File: src/rtl/servo_positioner.sv
// Frame-synchronous PWM servo positioner: moves between discrete index positions
// by driving whole PWM frames. Optional macro SERVO_HOLD_PULSE_EN adds a neutral hold pulse when not moving.
module servo_positioner #(
  parameter int NUM_POS          = 3,
  parameter int POS_W            = 2,
  parameter int FRAME_TICKS      = 1000000,
  parameter int PULSE_ACW_TICKS  = 300000,
  parameter int PULSE_CW_TICKS   = 100000,
  parameter int PULSE_STOP_TICKS = 75000,
  parameter int FRAMES_PER_STEP  = 14
) (
  input  logic             clk,
  input  logic             rst,
  input  logic             req_valid,
  input  logic [POS_W-1:0] req_pos,
  output logic             req_ready,
  output logic             pwm,
  output logic             busy,
  output logic             done,
  output logic [POS_W-1:0] cur_pos
);

  localparam int CNT_W   = (FRAME_TICKS > 1) ? $clog2(FRAME_TICKS) : 1;
  localparam int BUD_MAX = (NUM_POS - 1) * FRAMES_PER_STEP;
  localparam int BUD_W   = (BUD_MAX > 1) ? $clog2(BUD_MAX + 1) : 1;

  localparam logic [CNT_W-1:0] CNT_LAST  = CNT_W'(FRAME_TICKS - 1);
  localparam logic [POS_W:0]   NUM_POS_L = (POS_W + 1)'(NUM_POS);
  localparam logic [31:0]      ACW_L     = 32'(PULSE_ACW_TICKS);
  localparam logic [31:0]      CW_L      = 32'(PULSE_CW_TICKS);
`ifdef SERVO_HOLD_PULSE_EN
  localparam logic [31:0]      STOP_L    = 32'(PULSE_STOP_TICKS);
`endif

  typedef enum logic [1:0] {S_IDLE, S_ARMED, S_MOVE, S_DONE} state_t;

  state_t             state, state_next;
  logic [CNT_W-1:0]   cnt, cnt_next;
  logic [BUD_W-1:0]   budget;
  logic [POS_W-1:0]   target;
  logic               dir_acw;
  logic               wrap, in_range, load, last_frame, pwm_next;
  logic [POS_W-1:0]   diff;
  logic [31:0]        cnt_ext;

  assign wrap       = (cnt == CNT_LAST);
  assign cnt_next   = wrap ? '0 : cnt + 1'b1;
  assign cnt_ext    = 32'(cnt_next);
  assign in_range   = ({1'b0, req_pos} < NUM_POS_L);
  assign diff       = (req_pos > cur_pos) ? (req_pos - cur_pos) : (cur_pos - req_pos);
  assign last_frame = (budget <= BUD_W'(1));

  assign req_ready = (state == S_IDLE);
  assign busy      = (state != S_IDLE);
  assign done      = (state == S_DONE);

  always_comb begin
    state_next = state;
    load       = 1'b0;
    case (state)
      S_IDLE: begin
        // Out-of-range requests are consumed by the handshake but otherwise dropped.
        if (req_valid && in_range) begin
          if (req_pos == cur_pos) begin
            state_next = S_DONE;
          end else begin
            state_next = S_ARMED;
            load       = 1'b1;
          end
        end
      end
      S_ARMED: if (wrap) state_next = S_MOVE;
      S_MOVE:  if (wrap && last_frame) state_next = S_DONE;
      S_DONE:  state_next = S_IDLE;
      default: state_next = S_IDLE;
    endcase
  end

  // pwm is registered against the next counter value so it lines up with cnt.
  always_comb begin
    pwm_next = 1'b0;
    if (state_next == S_MOVE) begin
      pwm_next = (cnt_ext < (dir_acw ? ACW_L : CW_L));
    end else begin
`ifdef SERVO_HOLD_PULSE_EN
      pwm_next = (cnt_ext < STOP_L);
`else
      pwm_next = 1'b0;
`endif
    end
  end

  always_ff @(posedge clk) begin
    if (rst) begin
      state   <= S_IDLE;
      cnt     <= '0;
      pwm     <= 1'b0;
      budget  <= '0;
      target  <= '0;
      dir_acw <= 1'b0;
      cur_pos <= '0;
    end else begin
      state <= state_next;
      cnt   <= cnt_next;
      pwm   <= pwm_next;
      if (load) begin
        target  <= req_pos;
        dir_acw <= (req_pos > cur_pos);
        budget  <= BUD_W'(32'(diff) * 32'(FRAMES_PER_STEP));
      end else if (state == S_MOVE && wrap) begin
        budget <= budget - 1'b1;
        if (last_frame) cur_pos <= target;
      end
    end
  end

endmodule

File: config.mk
export PLATFORM = sky130hd
export DESIGN_NAME = servo_positioner
export DESIGN_NICKNAME = d
export VERILOG_FILES = /design/src/rtl/servo_positioner.sv
export SDC_FILE = /design/constraint.sdc
export NUM_CORES = 1
export LEC_CHECK = 0
export BUFFER_PORTS_ARGS = -buffer_cell sky130_fd_sc_hd__buf_2
export CORE_MARGIN = 2
export CORE_UTILIZATION = 55
export DETAILED_ROUTE_END_ITERATION = 16
export PLACE_DENSITY = 0.69
export SKIP_LAST_GASP = 1
export SYNTH_ARGS = -nofsm -noshare
export SYNTH_HDL_FRONTEND = slang
export SYNTH_SLANG_ARGS = --single-unit
File: constraint.sdc
create_clock -name clk -period 3.25 [get_ports clk]
set_clock_uncertainty 0.05 [all_clocks]
set_input_delay 0.65 -clock clk [delete_from_list [all_inputs] [get_ports clk]]
set_output_delay 0.65 -clock clk [all_outputs]
set_load 0.1 [all_outputs]
# == After elaboration in Yosys (flattened, before gate mapping) ==
# Cells that the tools add are included.
# word_totals
in_bits,5
out_inout_bits,6
word_cells,47
reg_bits,33
# op_classes
n_bitwise,2
reduce_logical,9
n_addsub,4
n_lt_le_gt_ge,4
n_eq_ne,6
mul,1
muxes,13
# op_table
cell,count
$add 20x1->20 const B,1
$eq 20x20->1 const B,1
$lt 20x19->1,1
$mux 20,1
$mux 19,1
$mux 2,5
$mux 5,2
$pmux 2 s4,1
$eq 2x2->1 const B,3
$le 5x1->1 const B,1
$sub 5x1->5 const B,1
$mul 2x3->4 const B,1
$reduce_bool 2->1,2
$reduce_or 2->1,2
$sub 2x2->2,2
$logic_and 1x1->1,3
$mux 1,3
$reduce_and 3->1,1
$eq 2x1->1 const B,1
$eq 2x2->1,1
$gt 2x2->1,1
$logic_not 2->1,1
$lt 2x2->1 const B,1
$not 1->1,2

# == Longest topological paths before layout ==
# depth
depth_word,7
ltp_mapped,11
mapped_depth_nobuf,11

# == Worst setup path before layout ==
# OpenSTA, ideal clock, no wires.
# synth_timing
path_kind,reg2out
from,reg state[1]
to,out busy
arrival_time_ps,2620
path_buffers,0
t_required_ps,2550
stages_incl_launch_ff,3
setup_slack_ps,-70
path_cell_list,dfxtp_1 -> nor2_1 -> inv_1
# synth_via
elab_chain_len,1
# synth_rtl
item,line_no,rtl
"start, declared",37,"state_t state, state_next;"
"start signal, assigned",103,state <= state_next;
$reduce_bool 2->1,54,assign busy = (state != S_IDLE);
"end, declared",18,"output logic busy,"
# Every way passes these cells.

# == Worst setup path in the final report ==
# layout_timing
from,reg cnt[10]
to,reg pwm
# layout_rtl
item,line_no,rtl
"start, declared",38,"logic [CNT_W-1:0] cnt, cnt_next;"
"start signal, assigned",104,cnt <= cnt_next;
$eq 20x20->1,46,assign wrap = (cnt == CNT_LAST);
$mux 20,47,assign cnt_next = wrap ? '0 : cnt + 1'b1;
via cnt_next[6],38,
$lt 20x19->1,83,pwm_next = (cnt_ext < (dir_acw ? ACW_L : CW_L));
"end signal, assigned",105,pwm <= pwm_next;
"end, declared",17,"output logic pwm,"
# The timed path passes the listed nets, and every way through them passes these cells.
# A chain may end at the register's enable or synchronous reset.

==> metrics.txt <==
cts bufs inserted 5; Peak VDD IR 0.0003940 V; Synth area leaders dfxtp_1, ha_1, nor2_1; startpoint types flip-flop; largest net degree at the start of global routing 23; top cell type's share of synthesized area 33.98%; RSZ-0062 raised after global routing false; Hold-fix buffers, CTS 0; async set or reset register ratio after synthesis 0%; vias after detailed routing 1654; initial antenna violation count 0; TNS Setup 0 ps; number of global-route vias before repair 1555; CTS tree done; Initial DRC Count 89; syn_nets 250; Inserted Diodes 0; total track usage 22.46%; final worst path period share 85.98%; #FFs+latches synth 33; sequential area share after synthesis 33.98%; worst slew pin tran 750.5 ps; commonest non-fill, non-tap cells in the layout nor2_1, dfxtp_1, inv_1, nand2_1; post-layout minimum cycle time 2794 ps; Clock Root Buffer clkbuf_4; multi-input logic area 1210 um^2; crit path DAT 2990 ps; Filler cells 322; Post-synth EDFFs 0; outcome completed; HP Class flip-flop to flip-flop; CP Launch Point cnt[10]; total routed wirelength 4056 um; grt total ovfl 0; CP required 3440 ps; first-pass GRT wire length 7141 um; fmax 0.3579 GHz; Avg Cell Area, Syn 8.454 um^2; CP endpoint kind flip-flop; CTS sink cnt 33; Mapped Area 1944 um^2; final instance area 2123 um^2; Vias/cell 5.664; clk slew on worst S/H paths 90 ps; I/O pin cnt 11; Syn Inst Count 230; Placed Instance Area 2053 um^2; worst reg2reg path startpoint cnt[10]; Sequential cell area 660.6 um^2; Layout area overhead 9.202%; htree depth 2; most common cell after layout, fill and taps aside nor2_1; Ys Warns 0; Initial Utilization 57.81%; Routed Antenna Nets 0; Util after Layout 63.13%; drt drc 0; CTS resizes 0; Die W 63.46 um; FP Rows 21; hold_sp cnt[0]; IO buf count 10; Final Setup Violations 0; drt wl/cell 13.89 um; Nets 265; share of layout cells above drive strength 1 13.01%; Placer Congestion 0.8647; prevailing post-synth register cell dfxtp_1; pins over their slew limit 0; core box area 3363 um^2; crit-path max FO 6; 1st-pass router iterations 4; post-CTS setup buffer count 0; Die H 63.46 um; Slew HR 49.97%; P_leak 0.8416 nW; Hold Violations, Final 0; Worst Setup Path Type flip-flop to flip-flop; clk buf depth 2; most area-hungry cell type in the Yosys netlist dfxtp_1; Yosys cell types 47; Pwr Density 374.6 nW/um^2; max_cap viols 0; full die area 4027 um^2; Worst-Skew Late Latency 330 ps; Detail Placement HPWL 3095 um
==> worst paths after layout <==
check / depth (start not counted) / to / slack (ps)
worst max-delay path: 10 / pwm / 460
worst min-delay path: 1 / cnt[0] / 400
worst max register to register: 10 / pwm / 460
worst min register to register: 1 / cnt[0] / 400
==> sequential cells by signal, indices dropped and copies added, names as in the netlist <==
signal and cells:
target 2, state 2, cur_pos 2, dir_acw 1
cnt 20, budget 5, pwm 1
==> metrics by stage <==
stage / worst slack, ps / hold slack (ps) / cells / power [mW]
3_5_place_dp: 518.8 / 393.2 / 284 / 0.5440
4_1_cts: 470.0 / 409.2 / 292 / 0.8043
3_3_place_gp: 657.4 / 380.0 / 284 / 0.5410
6_report: 455.7 / 403.3 / 292 / 0.7954
5_1_grt: 163.7 / 424.6 / 292 / 0.8365
2_1_floorplan: 419.7 / 367.5 / 230 / 0.5202
==> cells in the mapped netlist (all sizes together) (3+ instances only) <==
cell type,n
and2,3
nand4,5
clkbuf,3
inv,16
nor2b,5
ha,14
a21oi,6
nand2b,3
xor2,8
and3,6
nor4,8
nor2,36
nor3,11
xnor2,14
dfxtp,33
a211oi,6
nand2,16
nand3,10
==> worst max-delay path, stage by stage, from the launching register on <==
cell and delay, ps:
dfxtp_1 370, nor4_1 380, nand4b_1 290, nor2_1 230, nor2_1 80, ha_1 320
o211a_1 130, nor4_1 210, o311ai_0 160, a21o_1 220, a221oi_2 260
==> final cells by class <==
type	instances	share of cell area (%)
Multi-Input combinational cell	177	56.98
Timing Repair Buffer	12	3.064
Clock inverter	1	0.2357
Clock buffer	7	3.064
Inverter	16	2.829
Tap cell	46	2.711
Sequential cell	33	31.11
==> power by group <==
group	switching (mW)	internal [mW]	total (mW)
Sequential	0.0122	0.417	0.429
Clock	0.135	0.125	0.260
Combinational	0.0737	0.0328	0.106
==> metal layers <==
metal  global-route usage (%)  wire length, um  vias up  part of all wire (%)
li1                         -                -      835                     -
met1                    30.60             1941      783                    48
met2                    35.53             1902       32                    47
met3                    5.714              164        4                   4.0
met4                    5.707               48        0                   1.2
met5                        0                0        -                     0
==> kinds of logic after synthesis <==
logic type / Yosys count / share of synthesized area, %
muxes: 1 / 0.5148
AOI/OAI and AO/OA: 27 / 10.81
xor gates and xnor gates: 22 / 10.30
adders and majority gates: 15 / 10.04
buffers and inverters: 20 / 3.925
and+or+nand+nor: 112 / 30.44
DFF: 33 / 33.98
Note: power is estimated with default switching activity, not from simulation.
